$ cat src/rtl/rtc_bus_pkg.sv
// rtl/rtc_bus_pkg.sv - state encoding and default timing for the RTC bus sequencer
package rtc_bus_pkg;

  typedef enum logic [2:0] {
    IDLE,
    A_SU,
    A_PW,
    A_HD,
    D_SU,
    D_PW,
    D_HD,
    REC
  } state_t;

  localparam int DEF_CNT_W = 8;
  localparam int DEF_T_SU  = 4;
  localparam int DEF_T_PW  = 8;
  localparam int DEF_T_HD  = 4;
  localparam int DEF_T_REC = 4;

  // A programmed width of zero still has to occupy one cycle.
  function automatic int eff_time(input int t);
    return (t == 0) ? 1 : t;
  endfunction

endpackage

$ cat src/rtl/phase_timer.sv
// rtl/phase_timer.sv - loadable saturating down-counter with a zero flag
// Ports:
//   clk, reset   clock and asynchronous active-high reset
//   load_i       load load_val_i this cycle (takes priority over counting)
//   load_val_i   value loaded on phase entry (phase length - 1)
//   zero_o       count has reached 0, i.e. this is the last cycle of the phase
module phase_timer #(
  parameter int CNT_W = 8
) (
  input  logic             clk,
  input  logic             reset,
  input  logic             load_i,
  input  logic [CNT_W-1:0] load_val_i,
  output logic             zero_o
);

  logic [CNT_W-1:0] count_q;
  logic [CNT_W-1:0] count_d;

  // Saturates at 0 so a stalled phase can never wrap into a long count.
  always_comb begin
    count_d = count_q;
    if (load_i) begin
      count_d = load_val_i;
    end else if (count_q != '0) begin
      count_d = count_q - CNT_W'(1);
    end
  end

  always_ff @(posedge clk or posedge reset) begin
    if (reset) begin
      count_q <= '0;
    end else begin
      count_q <= count_d;
    end
  end

  assign zero_o = (count_q == '0);

endmodule

$ cat src/rtl/rtc_bus_sequencer.sv
// rtl/rtc_bus_sequencer.sv - multiplexed address/data RTC bus transaction sequencer
// Ports:
//   clk, reset          clock and asynchronous active-high reset
//   req, rw, addr, wdata transaction request (sampled in IDLE only) and its operands
//   busy, done, rdata    status towards the requester; rdata holds the last read
//   cs_n, ad_n, wr_n, rd_n  registered RTC bus strobes
//   bus_dout, bus_oe_n, bus_din  interface to the tristate pad wrapper
module rtc_bus_sequencer
  import rtc_bus_pkg::*;
#(
  parameter int CNT_W = DEF_CNT_W,
  parameter int T_SU  = DEF_T_SU,
  parameter int T_PW  = DEF_T_PW,
  parameter int T_HD  = DEF_T_HD,
  parameter int T_REC = DEF_T_REC
) (
  input  logic       clk,
  input  logic       reset,
  input  logic       req,
  input  logic       rw,
  input  logic [7:0] addr,
  input  logic [7:0] wdata,
  output logic       busy,
  output logic       done,
  output logic [7:0] rdata,
  output logic       cs_n,
  output logic       ad_n,
  output logic       wr_n,
  output logic       rd_n,
  output logic [7:0] bus_dout,
  output logic       bus_oe_n,
  input  logic [7:0] bus_din
);

  localparam logic [CNT_W-1:0] SU_LD  = CNT_W'(eff_time(T_SU) - 1);
  localparam logic [CNT_W-1:0] PW_LD  = CNT_W'(eff_time(T_PW) - 1);
  localparam logic [CNT_W-1:0] HD_LD  = CNT_W'(eff_time(T_HD) - 1);
  localparam logic [CNT_W-1:0] REC_LD = CNT_W'(eff_time(T_REC) - 1);

  state_t state_q, state_d;
  logic             rw_q, rw_d;
  logic [7:0]       addr_q, addr_d;
  logic [7:0]       wdata_q, wdata_d;
  logic [7:0]       rdata_q;
  logic             busy_q, busy_d, done_q, done_d;
  logic             cs_n_q, cs_n_d, ad_n_q, ad_n_d;
  logic             wr_n_q, wr_n_d, rd_n_q, rd_n_d;
  logic             oe_n_q, oe_n_d;
  logic [7:0]       dout_q, dout_d;
  logic             tmr_load, tmr_zero;
  logic [CNT_W-1:0] tmr_val;
  logic             accept;

  phase_timer #(.CNT_W(CNT_W)) u_timer (
    .clk        (clk),
    .reset      (reset),
    .load_i     (tmr_load),
    .load_val_i (tmr_val),
    .zero_o     (tmr_zero)
  );

  assign accept  = (state_q == IDLE) && req;
  assign rw_d    = accept ? rw    : rw_q;
  assign addr_d  = accept ? addr  : addr_q;
  assign wdata_d = accept ? wdata : wdata_q;

  always_comb begin
    state_d  = state_q;
    tmr_load = 1'b0;
    tmr_val  = '0;
    unique case (state_q)
      IDLE: if (req)      begin state_d = A_SU; tmr_load = 1'b1; tmr_val = SU_LD;  end
      A_SU: if (tmr_zero) begin state_d = A_PW; tmr_load = 1'b1; tmr_val = PW_LD;  end
      A_PW: if (tmr_zero) begin state_d = A_HD; tmr_load = 1'b1; tmr_val = HD_LD;  end
      A_HD: if (tmr_zero) begin state_d = D_SU; tmr_load = 1'b1; tmr_val = SU_LD;  end
      D_SU: if (tmr_zero) begin state_d = D_PW; tmr_load = 1'b1; tmr_val = PW_LD;  end
      D_PW: if (tmr_zero) begin state_d = D_HD; tmr_load = 1'b1; tmr_val = HD_LD;  end
      D_HD: if (tmr_zero) begin state_d = REC;  tmr_load = 1'b1; tmr_val = REC_LD; end
      REC:  if (tmr_zero) begin state_d = IDLE; end
      default:            begin state_d = IDLE; end
    endcase
  end

  // Bus outputs are decoded from the next state and registered, so they
  // change on the same edge as the state and never glitch.
  always_comb begin
    cs_n_d = 1'b1;
    ad_n_d = 1'b1;
    wr_n_d = 1'b1;
    rd_n_d = 1'b1;
    oe_n_d = 1'b1;
    dout_d = dout_q;
    busy_d = (state_d != IDLE);
    done_d = (state_q == D_HD) && (state_d == REC);
    unique case (state_d)
      A_SU, A_PW, A_HD: begin
        cs_n_d = 1'b0;
        ad_n_d = 1'b0;
        oe_n_d = 1'b0;
        dout_d = addr_d;
        wr_n_d = (state_d != A_PW);
      end
      D_SU, D_PW, D_HD: begin
        cs_n_d = 1'b0;
        if (!rw_d) begin
          oe_n_d = 1'b0;
          dout_d = wdata_d;
          wr_n_d = (state_d != D_PW);
        end else begin
          // Read: pad stays released so the RTC can drive the bus.
          rd_n_d = (state_d != D_PW);
        end
      end
      default: ;
    endcase
  end

  always_ff @(posedge clk or posedge reset) begin
    if (reset) begin
      state_q <= IDLE;
      rw_q    <= 1'b0;
      addr_q  <= 8'h00;
      wdata_q <= 8'h00;
      rdata_q <= 8'h00;
      busy_q  <= 1'b0;
      done_q  <= 1'b0;
      cs_n_q  <= 1'b1;
      ad_n_q  <= 1'b1;
      wr_n_q  <= 1'b1;
      rd_n_q  <= 1'b1;
      oe_n_q  <= 1'b1;
      dout_q  <= 8'h00;
    end else begin
      state_q <= state_d;
      rw_q    <= rw_d;
      addr_q  <= addr_d;
      wdata_q <= wdata_d;
      busy_q  <= busy_d;
      done_q  <= done_d;
      cs_n_q  <= cs_n_d;
      ad_n_q  <= ad_n_d;
      wr_n_q  <= wr_n_d;
      rd_n_q  <= rd_n_d;
      oe_n_q  <= oe_n_d;
      dout_q  <= dout_d;
      // Capture on the edge that ends the last read-strobe cycle.
      if ((state_q == D_PW) && tmr_zero && rw_q) begin
        rdata_q <= bus_din;
      end
    end
  end

  assign busy     = busy_q;
  assign done     = done_q;
  assign rdata    = rdata_q;
  assign cs_n     = cs_n_q;
  assign ad_n     = ad_n_q;
  assign wr_n     = wr_n_q;
  assign rd_n     = rd_n_q;
  assign bus_dout = dout_q;
  assign bus_oe_n = oe_n_q;

endmodule

$ cat config.mk
export PLATFORM = sky130hd
export DESIGN_NAME = rtc_bus_sequencer
export DESIGN_NICKNAME = d
export VERILOG_FILES = /design/src/rtl/rtc_bus_pkg.sv /design/src/rtl/phase_timer.sv /design/src/rtl/rtc_bus_sequencer.sv
export SDC_FILE = /design/constraint.sdc
export NUM_CORES = 1
export LEC_CHECK = 0
export ABC_AREA = 1
export CAP_MARGIN = 20
export CORE_MARGIN = 4
export CORE_UTILIZATION = 55
export DETAILED_ROUTE_END_ITERATION = 8
export GPL_ROUTABILITY_DRIVEN = 0
export PLACE_DENSITY = 0.92
export SETUP_SLACK_MARGIN = 0.05
export SLEW_MARGIN = 40
export SYNTH_ARGS = -nofsm -noshare
export SYNTH_HDL_FRONTEND = slang
export SYNTH_HIERARCHICAL = 1
export SYNTH_SLANG_ARGS = --single-unit
$ cat constraint.sdc
create_clock -name clk -period 4.1 [get_ports clk]
set_input_delay 0.41 -clock clk [delete_from_list [all_inputs] [get_ports clk]]
set_output_delay 0.41 -clock clk [all_outputs]
set_load 0.02 [all_outputs]
Yosys cells after proc, flatten, opt, wreduce, memory -nomap -nowiden
Index checks and enable logic that the tools add are counted.

Register bits: 51. Input bits: 28. Output and inout port bits: 23.

Add/sub/neg operators: 1. Eq/ne operators: 17. Multiplexer cells: 31. Reduce and logical (&&, ||, !) cells: 17.

Operators by type and width (number): 8-bit two-way mux (5); 3-bit two-way mux (9); 3-bit == test, second input constant (8); 3-bit case mux with 8 select lines (1); 8-bit case mux with 2 select lines (1); 3-bit by 2-bit == test with 1-bit output, second input constant (4); 6-bit OR reduction (2); 1-bit two-way mux (9); 3-bit case mux with 3 select lines (1); 8-bit zero test (1); 8-bit nonzero test (1); 8-bit by 1-bit subtractor with 8-bit output, second input constant (1); 3-bit by 1-bit == test with 1-bit output, second input constant (2); 1-bit case mux with 2 select lines (3); 3-bit OR reduction (2); 1-bit logical AND (4); 2-bit two-way mux (2); 2-bit nonzero test (2); 4-bit OR reduction (1); 3-bit zero test (1); 3-bit by 2-bit != test with 1-bit output, second input constant (1); 3-bit != test, second input constant (1); 3-bit nonzero test (1); 2-bit != test, second input constant (1); other kinds (2) (2).

Depth between registers and ports, before layout
Word-level depth: 7. Depth in mapped cells: 15. Depth with buffers taken out: 15.

Hierarchy
Netlist, hierarchy kept.

By module, submodules not included: rtc_bus_sequencer (times used 1, cells each 211, area each 1994.4 µm²); phase_timer (times used 1, cells each 71, area each 530.5 µm²).

Worst setup path after synthesis
No wires, ideal clock.

Kind: register to register. Start point: register u_timer.count_q[0]. End point: register dout_q[0] (netlist: bus_dout[0]). Setup time: 117 ps. Arrival time: 1766 ps. Data required time: 3983 ps. Setup slack: 2217 ps. Stages on the path, launching flop included: 12. Path through: dfrtp_1 -> inv_1 -> ha_1 -> nand2_4 -> nor2_8 -> inv_2 -> o21ai_2 -> nand2_2 -> o21bai_4 -> buf_6 -> nand3_1 -> nand2_1.

Word-level cells in the longest chain between the ends: 7.

RTL lines: start, declared (line phase_timer.sv:17) `logic [CNT_W-1:0] count_q;`; start signal, assigned (line phase_timer.sv:34) `count_q <= count_d;`; 8-bit zero test (*) (line phase_timer.sv:38) `assign zero_o = (count_q == '0);`; named net tmr_zero (line rtc_bus_sequencer.sv:50) `logic tmr_load, tmr_zero;`; 3-bit two-way mux (tied with other cells) (line rtc_bus_sequencer.sv:79) `REC: if (tmr_zero) begin state_d = IDLE; end`; 3-bit case mux with 8 select lines (*) (line rtc_bus_sequencer.sv:71) `unique case (state_q)`; 3-bit == test (tied with other cells) (line rtc_bus_sequencer.sv:95) `unique case (state_d)`; 3-bit OR reduction; 2-bit != test (no line) / 2-bit nonzero test (equally long branches); 2-bit AND reduction (no line); end signal, assigned (line rtc_bus_sequencer.sv:145) `dout_q <= dout_d;`; end, declared (line rtc_bus_sequencer.sv:49) `logic [7:0] dout_q, dout_d;`.

The timed path passes the listed nets; every way through them passes the cells marked *. A chain may end at the register's enable or synchronous reset.

Final worst setup path
Start point: register state_q[2]. End point: register u_timer.count_q[1].

Word-level cells in the longest chain between the ends: 4.

RTL lines: start, declared (line rtc_bus_sequencer.sv:40) `state_t state_q, state_d;`; start signal, assigned (line rtc_bus_sequencer.sv:134) `state_q <= state_d;`; 3-bit == test (tied with other cells) (line rtc_bus_sequencer.sv:71); 6-bit OR reduction (no line); 1-bit case mux with 2 select lines (*) (line rtc_bus_sequencer.sv:71); named net tmr_load (line rtc_bus_sequencer.sv:50); 8-bit two-way mux / 2-bit nonzero test (equally long branches).

Marked as above.

==> results.py <==
metrics = {
    "sta": {
        "min_period_over_period_pct": 57.4,
        "rsz0062_at_grt": "no",
        "relSlewSlack_pct": 58.0,
        "slew_violations": 0,
        "hold_ws_ps": 382,
        "setup_tns_ps": 0,
        "layout_min_cycle_time_ps": 2350,
        "setup_viol": 0,
        "hold_viol_final": 0,
        "timing.final.ws_setup_ps": 1750,
        "clock.fmax_mhz": 425,
        "finClkSkew_ps": 11.4,
        "worst_slew_pin_slew_ps": 629,
    },
    "floorplan": {
        "core-area_um2": 4380,
        "die-area_um2": 5740,
        "die_height_um": 75.8,
        "start_util_pct": 57.6,
        "ios": 51,
        "rows": 24,
        "fp.dieW_um": 75.8,
    },
    "worst_setup_path": {
        "crit_fanout": 21,
        "crit_arrival_ps": 2600,
        "r2r_slack_ps": 1750,
        "required_ps": 4340,
        "cp-end-kind": "register",
        "path_class": "reg -> reg",
        "startpoint_type": "register",
    },
    "logic_synthesis": {
        "synth_compound_area_share_pct": 3.22,
        "syn_inst": 282,
        "synthXorXnorAreaFrac_pct": 0.694,
        "netlist_area_um2": 2520,
        "ys_warn_count": 6,
        "synth_seq_area_share_pct": 50.8,
        "synth-edff-count": 0,
        "synth_cell_type_count": 30,
        "synth-adder-area-share_pct": 0.496,
        "ys_async_sr_fraction_pct": 100,
        "synthSimpleGateAreaFrac_pct": 35.2,
        "synthMuxAreaShare_pct": 3.57,
        "avgSynthCellArea_um2": 8.95,
        "ys_seq_elements": 51,
        "synth_top_family_by_area": "simple AND/OR/NAND/NOR gates",
        "synth_ff_type": "dfrtp_1",
    },
    "layout": {
        "final_util_pct": 71.9,
        "drive_above_1_share_pct": 15.5,
        "design_area_um2": 3150,
        "antenna_cells": 0,
        "area_growth_pct": 24.8,
        "nNetsFinal": 364,
        "fillers": 318,
    },
    "clock_tree": {
        "cts_resized": 0,
        "cts_max_level": 2,
        "postCtsSetupBuffers": 0,
        "cts_sinks": 51,
        "root_buffer": "clkbuf_8",
        "cts_buffer_depth": 2,
        "cts_tree": "yes",
        "cts.clk_slew.worst_paths_ps": 100,
        "cts_hold_buffers": 0,
        "cts_buffers": 5,
        "clock_latency_ps": 310,
    },
    "pwr": {
        "combPwrFrac_pct": 50.6,
        "p_switching_mw": 1.07,
        "power.internal_mw": 1.36,
        "pwr-share-clk_pct": 14.8,
        "p_per_area_nw_per_um2": 770,
        "switching_share_pct": 44.1,
        "power_frac_seq_pct": 34.6,
        "power_leakage_nw": 1.54,
        "ir_drop_uv": 482,
    },
    "routing": {
        "wl_per_cell_um": 13.5,
        "ant_nets": 0,
        "dr.pass1.iters": 4,
        "drt_iter0_drc": 129,
        "vias": 1989,
        "drc_errors": 0,
        "vias_per_cell": 5.13,
        "totalWireLength_um": 5220,
    },
    "grt": {
        "antenna_found_initial": 0,
        "grt.total_usage_pct": 19.8,
        "grt_max_degree": 32,
        "grt_pass1_wl_um": 8560,
        "grt.overflow.total": 0,
        "grt_pass1_vias": 1953,
    },
    "placement": {
        "place_ws_ps": 1190,
        "portBuffers": 50,
        "dpl_cell_area_um2": 3030,
        "dpl.hpwl_um": 3920,
    },
    "run": {
        "cap_violations": 0,
    },
    "worst_hold_path": {
        "hp-class": "in -> async",
    },
    "run_status": {
        "status": "completed",
    },
}
-- registers in the layout, summed over array words and instances (netlist names), 3 cells and up --
signal / count
addr_q: 8
bus_dout: 8
rdata: 8
state_q: 3
u_timer/count_q: 8
wdata_q: 8
-- worst paths after layout --
path | depth (start not counted) | startpoint | to
worst max-delay path | 7 | state_q[2] | u_timer/count_q[1]
worst min-delay path | 2 | reset | u_timer/count_q[0]
worst max register to register | 7 | state_q[2] | u_timer/count_q[1]
max in group asynchronous | 3 | reset | wdata_q[2]
worst min register to register | 2 | wdata_q[0] | wdata_q[0]
min in group clk | 2 | wdata_q[0] | wdata_q[0]
-- logic make-up (layout without fill, tap and decap cells) --
| logic type | after synthesis | after routing |
|---|---|---|
| fa+ha+maj | 1 | 1 |
| flops | 51 | 51 |
| mux | 8 | 8 |
| other cells | 1 | 5 |
| buf+inv | 27 | 77 |
| xor+xnor | 2 | 2 |
| simple gates | 181 | 181 |
| compound gates | 11 | 11 |
-- worst max-delay path, cell delays in order, from the launching register on --
cell	delay (ps)
dfrtp_1	420
inv_1	350
nand3_2	460
a21oi_2	610
inv_1	180
nand2_4	130
nand2_1	70
o21ai_2	60
-- cell usage in the layout (no fill, tap or decap), drive strengths merged, types with 3 or more instances in the layout --
master         synthesis  routed
conb                   1       5
nor2                  15      15
inv                   18      19
nand4                 10      10
dfrtp                 46      46
o21ai                  6       6
clkbuf                 0       5
clkdlybuf4s50          0      50
dfstp                  5       5
a21oi                  3       3
nand3                 29      29
mux2                   8       8
nand2                125     125
-- Yosys cell counts, types with 2 or more instances --
cell type	count	area, um^2
inv_1	16	60.1
dfstp_2	5	131
nand3_1	26	130
a21oi_1	3	15.0
inv_2	2	7.51
nand2_2	7	43.8
nor2_1	11	41.3
nand4_1	10	62.6
dfrtp_1	46	1150
nand2_4	6	67.6
buf_2	2	10.0
nand3_2	2	20.0
nor2_4	3	33.8
buf_4	2	15.0
o21ai_0	3	15.0
buf_6	5	56.3
nand2_1	111	417
mux2_2	8	90.1
o21ai_2	3	26.3
-- power by group through the flow --
stage | clock network, mW | logic [mW] | registers, mW
6_report | 0.359 | 1.23 | 0.840
5_1_grt | 0.387 | 1.38 | 0.860
4_1_cts | 0.367 | 1.23 | 0.839
3_5_place_dp | 0 | 1.21 | 0.846
3_3_place_gp | 0 | 1.17 | 0.840
2_1_floorplan | 0 | 0.945 | 0.901
-- per-layer routing --
layer	vias up	wire [um]	GRT usage, %	share of wire [%]
met2	56	2530	32.7	48
met5	-	0	0	0
met3	9	336	4.88	6.4
met4	0	66	6.41	1.3
li1	1006	-	-	-
met1	918	2290	25.6	44
-- per-stage QoR --
stage | cells | power, mW
after global routing | 388 | 2.62
after detailed placement | 380 | 2.06
final | 388 | 2.43
after global placement | 380 | 2.01
after floorplan | 286 | 1.85
after CTS | 388 | 2.43
-- layout make-up --
type / count / area (um^2) / area share (%)
inverters: 18 / 67.6 / 2.14
clock inverters: 3 / 47.5 / 1.51
repair buffers: 51 / 508 / 16.1
well taps: 52 / 65.1 / 2.06
flip-flops and latches: 51 / 1280 / 40.7
multi-input cells: 208 / 1110 / 35.3
clock buffers: 5 / 68.8 / 2.18
Note: power is estimated with default switching activity, not from simulation.
